--- config.mk ---
export PLATFORM = sky130hd
export DESIGN_NAME = cls_recovery_ctrl
export DESIGN_NICKNAME = d
export VERILOG_FILES = /design/src/rtl/cls_recovery_ctrl.sv
export SDC_FILE = /design/constraint.sdc
export NUM_CORES = 1
export LEC_CHECK = 0
export ABC_CLOCK_PERIOD_IN_PS = 1800
export BUFFER_PORTS_ARGS = -buffer_cell sky130_fd_sc_hd__buf_4
export CAP_MARGIN = 10
export CORE_UTILIZATION = 45
export CTS_CLUSTER_SIZE = 25
export DETAILED_ROUTE_END_ITERATION = 6
export PLACE_DENSITY = 0.62
export SYNTH_ARGS = -nofsm -noshare
export SYNTH_HDL_FRONTEND = slang
export SYNTH_SLANG_ARGS = --single-unit
--- constraint.sdc ---
create_clock -name clk -period 1.8 [get_ports clk]
set_input_delay 0.18 -clock clk [delete_from_list [all_inputs] [get_ports clk]]
set_output_delay 0.18 -clock clk [all_outputs]
set_load 0.01 [all_outputs]
--- src/rtl/cls_recovery_ctrl.sv ---
// cls_recovery_ctrl: fault-recovery sequencer for a triple-core lockstep cluster.
// A comparator fault accepted in RUN halts the cores, waits for them to go idle
// (or time out), holds them in reset, masks the comparator for a grace window and
// resumes. Repeated faults without an intervening clean window escalate to a sticky
// FATAL state that only software (fatal_clr) can leave.
// Optional build macro CLS_RECOVERY_LOG_EN adds a free-running cycle counter and a
// first-fault timestamp (first_fault_ts / log_valid).
module cls_recovery_ctrl #(
    parameter int RST_CYCLES   = 16,
    parameter int GRACE_CYCLES = 8,
    parameter int HALT_TIMEOUT = 64,
    parameter int MAX_RETRY    = 3,
    parameter int CLEAN_CYCLES = 1024,
    parameter int CNT_W        = 8
) (
    input  logic             clk,
    input  logic             rst,
    input  logic             cmp_fault,
    input  logic             core_busy_ms,
    input  logic             core_busy_sl1,
    input  logic             core_busy_sl2,
    input  logic             fatal_clr,
    output logic             cores_halt,
    output logic             cores_rst,
    output logic             fault_mask,
    output logic             fault_irq,
    output logic             fatal,
    output logic [2:0]       state,
    output logic [3:0]       retry_cnt,
    output logic [CNT_W-1:0] fault_total
`ifdef CLS_RECOVERY_LOG_EN
    ,
    output logic [31:0]      first_fault_ts,
    output logic             log_valid
`endif
);

    typedef enum logic [2:0] {
        ST_RUN   = 3'd0,
        ST_HALT  = 3'd1,
        ST_RESET = 3'd2,
        ST_GRACE = 3'd3,
        ST_FATAL = 3'd4
    } state_t;

    // One phase counter is shared by HALT, RESET and GRACE; size it for the longest.
    localparam int PH_MAX_A = (HALT_TIMEOUT > RST_CYCLES) ? HALT_TIMEOUT : RST_CYCLES;
    localparam int PH_MAX   = (PH_MAX_A > GRACE_CYCLES) ? PH_MAX_A : GRACE_CYCLES;
    localparam int PH_W     = (PH_MAX > 1) ? $clog2(PH_MAX) : 1;
    localparam int CL_W     = $clog2(CLEAN_CYCLES);

    localparam logic [PH_W-1:0] HALT_LAST  = PH_W'(HALT_TIMEOUT - 1);
    localparam logic [PH_W-1:0] RST_LAST   = PH_W'(RST_CYCLES - 1);
    localparam logic [PH_W-1:0] GRACE_LAST = PH_W'(GRACE_CYCLES - 1);
    localparam logic [CL_W-1:0] CLEAN_LAST = CL_W'(CLEAN_CYCLES - 1);
    localparam logic [3:0]      RETRY_MAX  = 4'(MAX_RETRY);

    state_t             state_reg, state_next;
    logic [PH_W-1:0]    phase_reg, phase_next;
    logic [CL_W-1:0]    clean_reg, clean_next;
    logic [3:0]         retry_reg, retry_next;
    logic [CNT_W-1:0]   total_reg, total_next;
    logic               irq_reg, irq_next;
    logic               fault_accept;
    logic               clr_accept;
    logic               busy_any;

    assign busy_any = core_busy_ms | core_busy_sl1 | core_busy_sl2;

    // State and counter registers.
    always_ff @(posedge clk) begin
        if (rst) begin
            state_reg <= ST_RUN;
            phase_reg <= '0;
            clean_reg <= '0;
            retry_reg <= '0;
            total_reg <= '0;
            irq_reg   <= 1'b0;
        end else begin
            state_reg <= state_next;
            phase_reg <= phase_next;
            clean_reg <= clean_next;
            retry_reg <= retry_next;
            total_reg <= total_next;
            irq_reg   <= irq_next;
        end
    end

    // Next-state, retry bookkeeping and clean-window tracking.
    always_comb begin
        state_next   = state_reg;
        clean_next   = '0;
        retry_next   = retry_reg;
        fault_accept = 1'b0;
        clr_accept   = 1'b0;
        phase_next   = '0;

        case (state_reg)
            ST_RUN: begin
                if (cmp_fault) begin
                    // A fault always beats a simultaneous clean-window expiry.
                    fault_accept = 1'b1;
                    if (retry_reg < RETRY_MAX) begin
                        retry_next = retry_reg + 4'd1;
                        state_next = ST_HALT;
                    end else begin
                        state_next = ST_FATAL;
                    end
                end else if (clean_reg == CLEAN_LAST) begin
                    retry_next = '0;
                end else begin
                    clean_next = clean_reg + CL_W'(1);
                end
            end
            ST_HALT: begin
                if (!busy_any || phase_reg == HALT_LAST) begin
                    state_next = ST_RESET;
                end
            end
            ST_RESET: begin
                if (phase_reg == RST_LAST) begin
                    state_next = ST_GRACE;
                end
            end
            ST_GRACE: begin
                if (phase_reg == GRACE_LAST) begin
                    state_next = ST_RUN;
                end
            end
            ST_FATAL: begin
                if (fatal_clr) begin
                    clr_accept = 1'b1;
                    retry_next = '0;
                    state_next = ST_RESET;
                end
            end
            default: begin
                state_next = ST_RUN;
            end
        endcase

        // Phase counter restarts on every state change; it only matters in timed states.
        if (state_next == state_reg && state_reg != ST_RUN && state_reg != ST_FATAL) begin
            phase_next = phase_reg + PH_W'(1);
        end

        total_next = total_reg;
        if (fault_accept && total_reg != {CNT_W{1'b1}}) begin
            total_next = total_reg + CNT_W'(1);
        end
        irq_next = fault_accept;
    end

    // Control outputs decoded from the registered state only.
    always_comb begin
        cores_halt = 1'b0;
        cores_rst  = 1'b0;
        fault_mask = 1'b0;
        fatal      = 1'b0;
        case (state_reg)
            ST_HALT: begin
                cores_halt = 1'b1;
                fault_mask = 1'b1;
            end
            ST_RESET: begin
                cores_halt = 1'b1;
                cores_rst  = 1'b1;
                fault_mask = 1'b1;
            end
            ST_GRACE: begin
                fault_mask = 1'b1;
            end
            ST_FATAL: begin
                cores_halt = 1'b1;
                cores_rst  = 1'b1;
                fault_mask = 1'b1;
                fatal      = 1'b1;
            end
            default: begin
                cores_halt = 1'b0;
            end
        endcase
    end

    assign state       = state_reg;
    assign retry_cnt   = retry_reg;
    assign fault_total = total_reg;
    assign fault_irq   = irq_reg;

`ifdef CLS_RECOVERY_LOG_EN
    logic [31:0] cycle_cnt_reg;
    logic [31:0] ts_reg;
    logic        log_valid_reg;

    // Free-running timestamp and first-fault capture; re-armed by an accepted fatal_clr.
    always_ff @(posedge clk) begin
        if (rst) begin
            cycle_cnt_reg <= '0;
            ts_reg        <= '0;
            log_valid_reg <= 1'b0;
        end else begin
            cycle_cnt_reg <= cycle_cnt_reg + 32'd1;
            if (clr_accept) begin
                log_valid_reg <= 1'b0;
            end else if (fault_accept && !log_valid_reg) begin
                ts_reg        <= cycle_cnt_reg;
                log_valid_reg <= 1'b1;
            end
        end
    end

    assign first_fault_ts = ts_reg;
    assign log_valid      = log_valid_reg;
`endif

endmodule

==> results of run 1 <==
==> metrics by stage <==
step | TNS (ns) | worst slack, ns | cell area (um^2) | util (%) | std cells
floorplan | 0 | 0.191 | 1530 | - | 169
global placement | 0 | 0.211 | 1780 | 56.6 | 240
detailed placement | 0 | 0.162 | 1780 | 56.6 | 240
CTS | 0 | 0.0364 | 1830 | 58.2 | 247
global route | -0.0110 | -0.00836 | 1840 | 58.5 | 247
finish | 0 | 0.0835 | 1840 | 58.5 | 247
==> how the worst min path moves through the flow <==
| stage | from | endpoint | slack [ns] | depth (start not counted) |
|---|---|---|---|---|
| after global routing | rst | fault_total[7] | 0.1 | 2 |
| after floorplan | cmp_fault | retry_cnt[1] | 0.32 | 2 |
| final | rst | state[0] | 0.10 | 2 |
| after global placement | clean_reg[0] | clean_reg[0] | 0.43 | 1 |
| after CTS | rst | retry_cnt[0] | 0.09 | 2 |
| after detailed placement | phase_reg[0] | phase_reg[0] | 0.44 | 1 |
==> worst reg2reg max path, delay by kind of cell (launching register included) <==
kind,cells,cell delay [ns]
AO/OA/AOI/OAI,3,0.73
flip-flops,1,0.48
AND/OR/NAND/NOR,1,0.43
==> cells by family (layout without fill, tap and decap cells) <==
| logic type | count (synthesis) | count (layout) |
|---|---|---|
| compound gates | 38 | 38 |
| xor+xnor | 15 | 15 |
| fa+ha+maj | 4 | 4 |
| buf+inv | 12 | 46 |
| flops | 32 | 32 |
| mux | 1 | 1 |
| simple gates | 67 | 67 |
==> final cells by class <==
type                       instances  area, um^2  share of cell area, %
sequential                        32         642                   34.8
tap                               44        55.1                   2.99
multi-input combinational        125         833                   45.2
clock buffer                       5        37.5                   2.04
inverter                           8        30.0                   1.63
timing repair buffer              31         233                   12.6
clock inverter                     2        12.5                  0.679
==> cell usage after synthesis, types with 2 or more instances <==
| library cell | instances | area share, % |
|---|---|---|
| buf_6 | 3 | 2.2 |
| xnor2_1 | 7 | 4.0 |
| o41ai_1 | 2 | 1.1 |
| nand2_1 | 12 | 2.9 |
| o21a_1 | 2 | 0.98 |
| ha_1 | 4 | 3.3 |
| or4_1 | 2 | 0.98 |
| or3_1 | 4 | 1.6 |
| a211oi_1 | 4 | 2.0 |
| inv_1 | 7 | 1.7 |
| nor2_1 | 22 | 5.4 |
| dfxtp_1 | 32 | 42 |
| and2_1 | 2 | 0.82 |
| nand3_1 | 7 | 2.3 |
| o211ai_1 | 3 | 1.5 |
| o21ai_0 | 6 | 2.0 |
| o211a_1 | 2 | 1.3 |
| nand2b_1 | 2 | 0.82 |
| and3_1 | 2 | 0.82 |
| o311ai_2 | 2 | 2.1 |
| nor3_1 | 5 | 1.6 |
| o2111ai_1 | 2 | 1.1 |
| a21oi_1 | 7 | 2.3 |
| o31a_1 | 2 | 1.1 |
| xor2_1 | 8 | 4.6 |
| nand4_1 | 2 | 0.82 |
==> power groups by stage <==
stage / logic, uW / clock network [uW] / registers [uW]
floorplan: 97.3 / 0 / 763
global placement: 165 / 0 / 760
detailed placement: 171 / 0 / 761
CTS: 171 / 402 / 744
global route: 195 / 434 / 748
finish: 172 / 387 / 744
==> metal layers <==
metal	part of all wire [%]	up-vias	wire [um]
met3	5.5	5	175
met4	0.78	0	25
met2	48	33	1550
li1	-	679	-
met5	0	-	0
met1	46	608	1460
==> what timing repair did <==
action                     CTS  global route
hold endpoints to repair     0             0
gates resized for setup      0             2
setup endpoints to repair    0             5
==> impl_metrics.tcl, run 1 <==
set metrics [dict create \
    ys.warnings.count 0 \
    reg2reg_slack_ns 0.08 \
    clockPowerShare_pct 29.7 \
    path_buf_inv 0 \
    ff2ff_path_depth 4 \
    drive_gt1_share_pct 22.2 \
    synth_seq_area_share_pct 41.8 \
    vdd_ir_drop_max_mv 0.523 \
    grt_use_met1_pct 26.1 \
    max_slew.worst_pin.slew_ns 0.432 \
    grt_pass1_wl_um 5710 \
    post_cts_buffers 0 \
    clock-sinks 32 \
    setup.worst_path.end_class "flop" \
    internal_power_uw 948 \
    grt_pass1_vias 1341 \
    hold_class "in -> reg" \
    worstPathArrival_ns 1.96 \
    r2r_start "state[0]" \
    use_met2_pct 35.2 \
    ctsHoldBuffers 0 \
    status "finished, final reports clean" \
    final_cell_mix "dfxtp_1, buf_4, nor2_1, nand2_1, xor2_1" \
    fin_skew_ns 0.00357 \
    grt_util_all_layers_pct 21.3 \
    grt_use_met3_pct 4.69 \
    crit_chain "or3b_1 -> a211oi_2 -> o21ai_1 -> a211oi_1" \
    fillers 321 \
    wl_um 3210 \
    cts_buffers 5 \
    fmaxAchievable_mhz 583 \
    drt_iter0_markers 86 \
    slew_headroom_pct 71.0 \
    path_depth 4 \
    final_nets 214 \
    critPathTopFamily "compound AO/OA/AOI/OAI gates" \
    routed-via-count 1325 \
    die_w_um 60.4 \
    synth_compound_area_share_pct 18.7 \
    synthSimpleGateAreaFrac_pct 22.7 \
    grt_overflow 0 \
    power.density_mw_per_mm2 707 \
    comb_power_share_pct 13.2 \
    seqPwrFrac_pct 57.1 \
    busiest_layer "met2" \
    async_flop_share_pct 0 \
    synth_edf_count 0 \
    dieArea_mm2 0.00365 \
    synth_cell_type_count 42 \
    power.switching_uw 356 \
    path_class "reg -> reg" \
    diodes 0 \
    synth_xor_xnor_area_share_pct 8.56 \
    io_buffers 26 \
    cp.required_ns 2.04 \
    synth_cells 169 \
    post_synth.cell_area_avg_um2 9.08 \
    drt-vias-per-instance 5.36 \
    cts_root_buffer "clkbuf_4" \
    drc 0 \
    antenna_found_initial 0 \
    cp-start-kind "flop" \
    grt_max_degree 13 \
    synth-adder-area-share_pct 3.26 \
    layout_min_cycle_time_ns 1.72 \
    crit_path_top_delay_cell "dfxtp_1" \
    start_util_pct 48.7 \
    p_leak_uw 0.000710 \
    die_y_um 60.4 \
    drv_slew 0 \
    timing.rr.end "phase_reg[1]" \
    hold_ws_ns 0.103 \
    hold_viol 0 \
    fin_crit_sh_pct 95.4 \
    cts_tree "yes" \
    slowest_delay_ns 0.48 \
    synth_mux_area_share_pct 0.653 \
    insertion_delay_ns 0.33 \
    first_pass_iters 4 \
    finalPower_uw 1300 \
    switching_share_pct 27.3 \
    setup_viol 0 \
    startpoint "state[0]" \
    clk_pin_slew_ns 0.10 \
    io_pins 27 \
    areaGrowthSynthToFinish_pct 20.1 \
    syn_area_mm2 0.00153 \
    yosys_most_used_dff "dfxtp_1" \
    drtAntennaViolNets 0 \
    crit_fanout 8 \
    post-dp-hpwl_um 2420 \
    num_rows 20 \
    synth_nets 180 \
    synth_top_family_by_area "simple AND/OR/NAND/NOR gates" \
    cts_max_level 2 \
    largest_register_ffs 10 \
    crit_path_end "phase_reg[1]" \
    synth_seq_cells 32 \
    post_drt_wl_per_cell_um 13.0 \
    gp_congestion 0.752 \
    clockBufferDepth 2 \
    cap_viol_max_count 0 \
    core_area_mm2 0.00315 \
]
No activity file was read; power rests on OpenSTA's default activity.
==> run 2: changes to the inputs <==
==> config.mk (replaced) <==
export PLATFORM = sky130hd
export DESIGN_NAME = cls_recovery_ctrl
export DESIGN_NICKNAME = d
export VERILOG_FILES = /design/src/rtl/cls_recovery_ctrl.sv
export SDC_FILE = /design/constraint.sdc
export NUM_CORES = 1
export LEC_CHECK = 0
export ABC_CLOCK_PERIOD_IN_PS = 2150
export BUFFER_PORTS_ARGS = -buffer_cell sky130_fd_sc_hd__buf_4
export CAP_MARGIN = 10
export CORE_UTILIZATION = 35
export CTS_CLUSTER_SIZE = 25
export DETAILED_ROUTE_END_ITERATION = 6
export PLACE_DENSITY = 0.5
export SYNTH_ARGS = -nofsm -noshare
export SYNTH_HDL_FRONTEND = slang
export SYNTH_SLANG_ARGS = --single-unit
==> constraint.sdc (replaced) <==
create_clock -name clk -period 2.15 [get_ports clk]
set_input_delay 0.215 -clock clk [delete_from_list [all_inputs] [get_ports clk]]
set_output_delay 0.215 -clock clk [all_outputs]
set_load 0.01 [all_outputs]
==> impl_metrics.tcl, run 2 (synthesized netlist as in run 1, its figures left out) <==
set metrics [dict create \
    status "finished, final reports clean" \
    cts_tree "yes" \
    fin_crit_sh_pct 81.8 \
    wl_um 3190 \
    post-dp-hpwl_um 2420 \
    grt_overflow 0 \
    path_buf_inv 1 \
    layout_setup_ws_ns 0.392 \
    wl_met2_um 1460 \
    cts_root_buffer "clkbuf_8" \
    grt_pass1_vias 1229 \
    place_ws_ns 0.433 \
    ctsHoldBuffers 0 \
    vdd_ir_drop_max_mv 0.424 \
    comb_power_share_pct 10.8 \
    die_y_um 68.2 \
    final_area_mm2 0.00185 \
    clk_pin_slew_ns 0.06 \
    crit_chain "or3b_1 -> o21ai_0 -> buf_4" \
    holdPathStages 3 \
    fin_skew_ns 0.00571 \
    ff2ff_path_depth 4 \
    timing.rr.end "fault_total[4]" \
    first_pass_iters 4 \
    grt_max_degree 13 \
    cp.required_ns 1.93 \
    setup_viol 0 \
    drt_iter0_markers 55 \
    drc 0 \
    clockBufferDepth 2 \
    post_cts_buffers 0 \
    grt_util_all_layers_pct 15.8 \
    final_cell_mix "dfxtp_1, buf_4, nor2_1, nand2_1, xor2_1" \
    post_drt_wl_per_cell_um 12.8 \
    io_pins 27 \
    clock-sinks 32 \
    p_leak_uw 0.000707 \
    cts_buffers 5 \
    areaGrowthSynthToFinish_pct 20.7 \
    seqPwrFrac_pct 51.4 \
    cap_viol_max_count 0 \
    fillers 423 \
    hold_start "cmp_fault" \
    reg2reg_slack_ns 0.42 \
    critPathTopFamily "flip-flops" \
    fmaxAchievable_mhz 569 \
    dieArea_mm2 0.00465 \
    power.switching_uw 291 \
    ctsResizeCount 0 \
    crit_path_top_delay_cell "dfxtp_1" \
    path_class "reg -> out" \
    final_nets 210 \
    drt-met1-wl_um 1490 \
    io_buffers 26 \
    grt_pass1_wl_um 5430 \
    die_w_um 68.2 \
    routed-via-count 1291 \
    power.density_mw_per_mm2 659 \
    r2r_start "state[2]" \
    layout_min_cycle_time_ns 1.76 \
    holdPathEnd "retry_cnt[1]" \
    insertion_delay_ns 0.28 \
    gp_congestion 0.775 \
    slew_headroom_pct 69.0 \
    antenna_found_initial 0 \
    rsz0062_at_grt "no" \
    drtAntennaViolNets 0 \
    finalPower_uw 1220 \
    start_util_pct 37.3 \
    worstPathArrival_ns 1.54 \
    post_dp_cell_area_mm2 0.00176 \
    setup.worst_path.end_class "output pin" \
    cp-start-kind "flop" \
    largest_register_ffs 10 \
    clockPowerShare_pct 37.8 \
    switching_share_pct 23.8 \
    setup_tns_ns 0 \
    final_common_cell "dfxtp_1" \
    drv_slew 0 \
    cts_max_level 2 \
    hold_class "in -> reg" \
    slowest_delay_ns 0.55 \
    max_slew.worst_pin.slew_ns 0.458 \
    internal_power_uw 930 \
    diodes 0 \
    highest_layer "met4" \
    drive_gt1_share_pct 19.0 \
    num_rows 23 \
    core_area_mm2 0.00412 \
    drt-vias-per-instance 5.16 \
    met3_length_um 184 \
    hold_viol 0 \
    hold_ws_ns 0.211 \
    crit_fanout 12 \
]
run 2: cell types whose count changed in the layout (fill, tap and decap cells not counted), sizes merged:
cell / before / now
buf: 31 / 27
clkbuf: 5 / 8
clkinv: 2 / 1
clkinvlp: 1 / 0
run 2: how the worst max path moves through the flow:
stage,start,end,slack [ns],cells after the start
2_1_floorplan,state[2],fault_total[4],0.54,5
3_3_place_gp,state[0],phase_reg[1],0.48,4
3_5_place_dp,state[0],phase_reg[1],0.43,4
4_1_cts,state[0],cores_halt,0.38,3
5_1_grt,state[0],phase_reg[3],0.27,4
6_report,state[0],cores_halt,0.39,3
run 2: routing by layer:
| layer | track usage [%] | up-vias |
|---|---|---|
| met4 | 7.81 | 0 |
| met3 | 4.17 | 6 |
| li1 | - | 671 |
| met1 | 19.9 | 589 |
| met5 | 0 | - |
| met2 | 24.9 | 25 |
run 2: tightest hold or removal path: cells and delay by family:
kind,cells,cell delay (ns)
AOI/OAI and AO/OA,1,0.06
buffers and inverters,2,0.17
run 2: per-stage QoR:
stage          util, %  std cells
2_1_floorplan        -        169
3_3_place_gp      42.8        242
3_5_place_dp      42.8        242
4_1_cts           45.0        250
5_1_grt           45.0        250
6_report          45.0        250
run 2: final cells by class:
| cell class | instances | area (um^2) | share of cell area [%] |
|---|---|---|---|
| clock buffer | 8 | 90.1 | 4.86 |
| inverter | 8 | 30.0 | 1.62 |
| timing repair buffer | 27 | 203 | 10.9 |
| sequential | 32 | 641 | 34.6 |
| tap | 50 | 62.6 | 3.38 |
| multi-input combinational | 125 | 826 | 44.6 |
run 2: power groups by stage:
stage | registers, uW | clock network, uW | logic [uW]
after CTS | 627 | 479 | 133
after floorplan | 639 | 0 | 81.4
after detailed placement | 640 | 0 | 132
after global placement | 640 | 0 | 130
final | 627 | 462 | 132
after global routing | 630 | 505 | 149
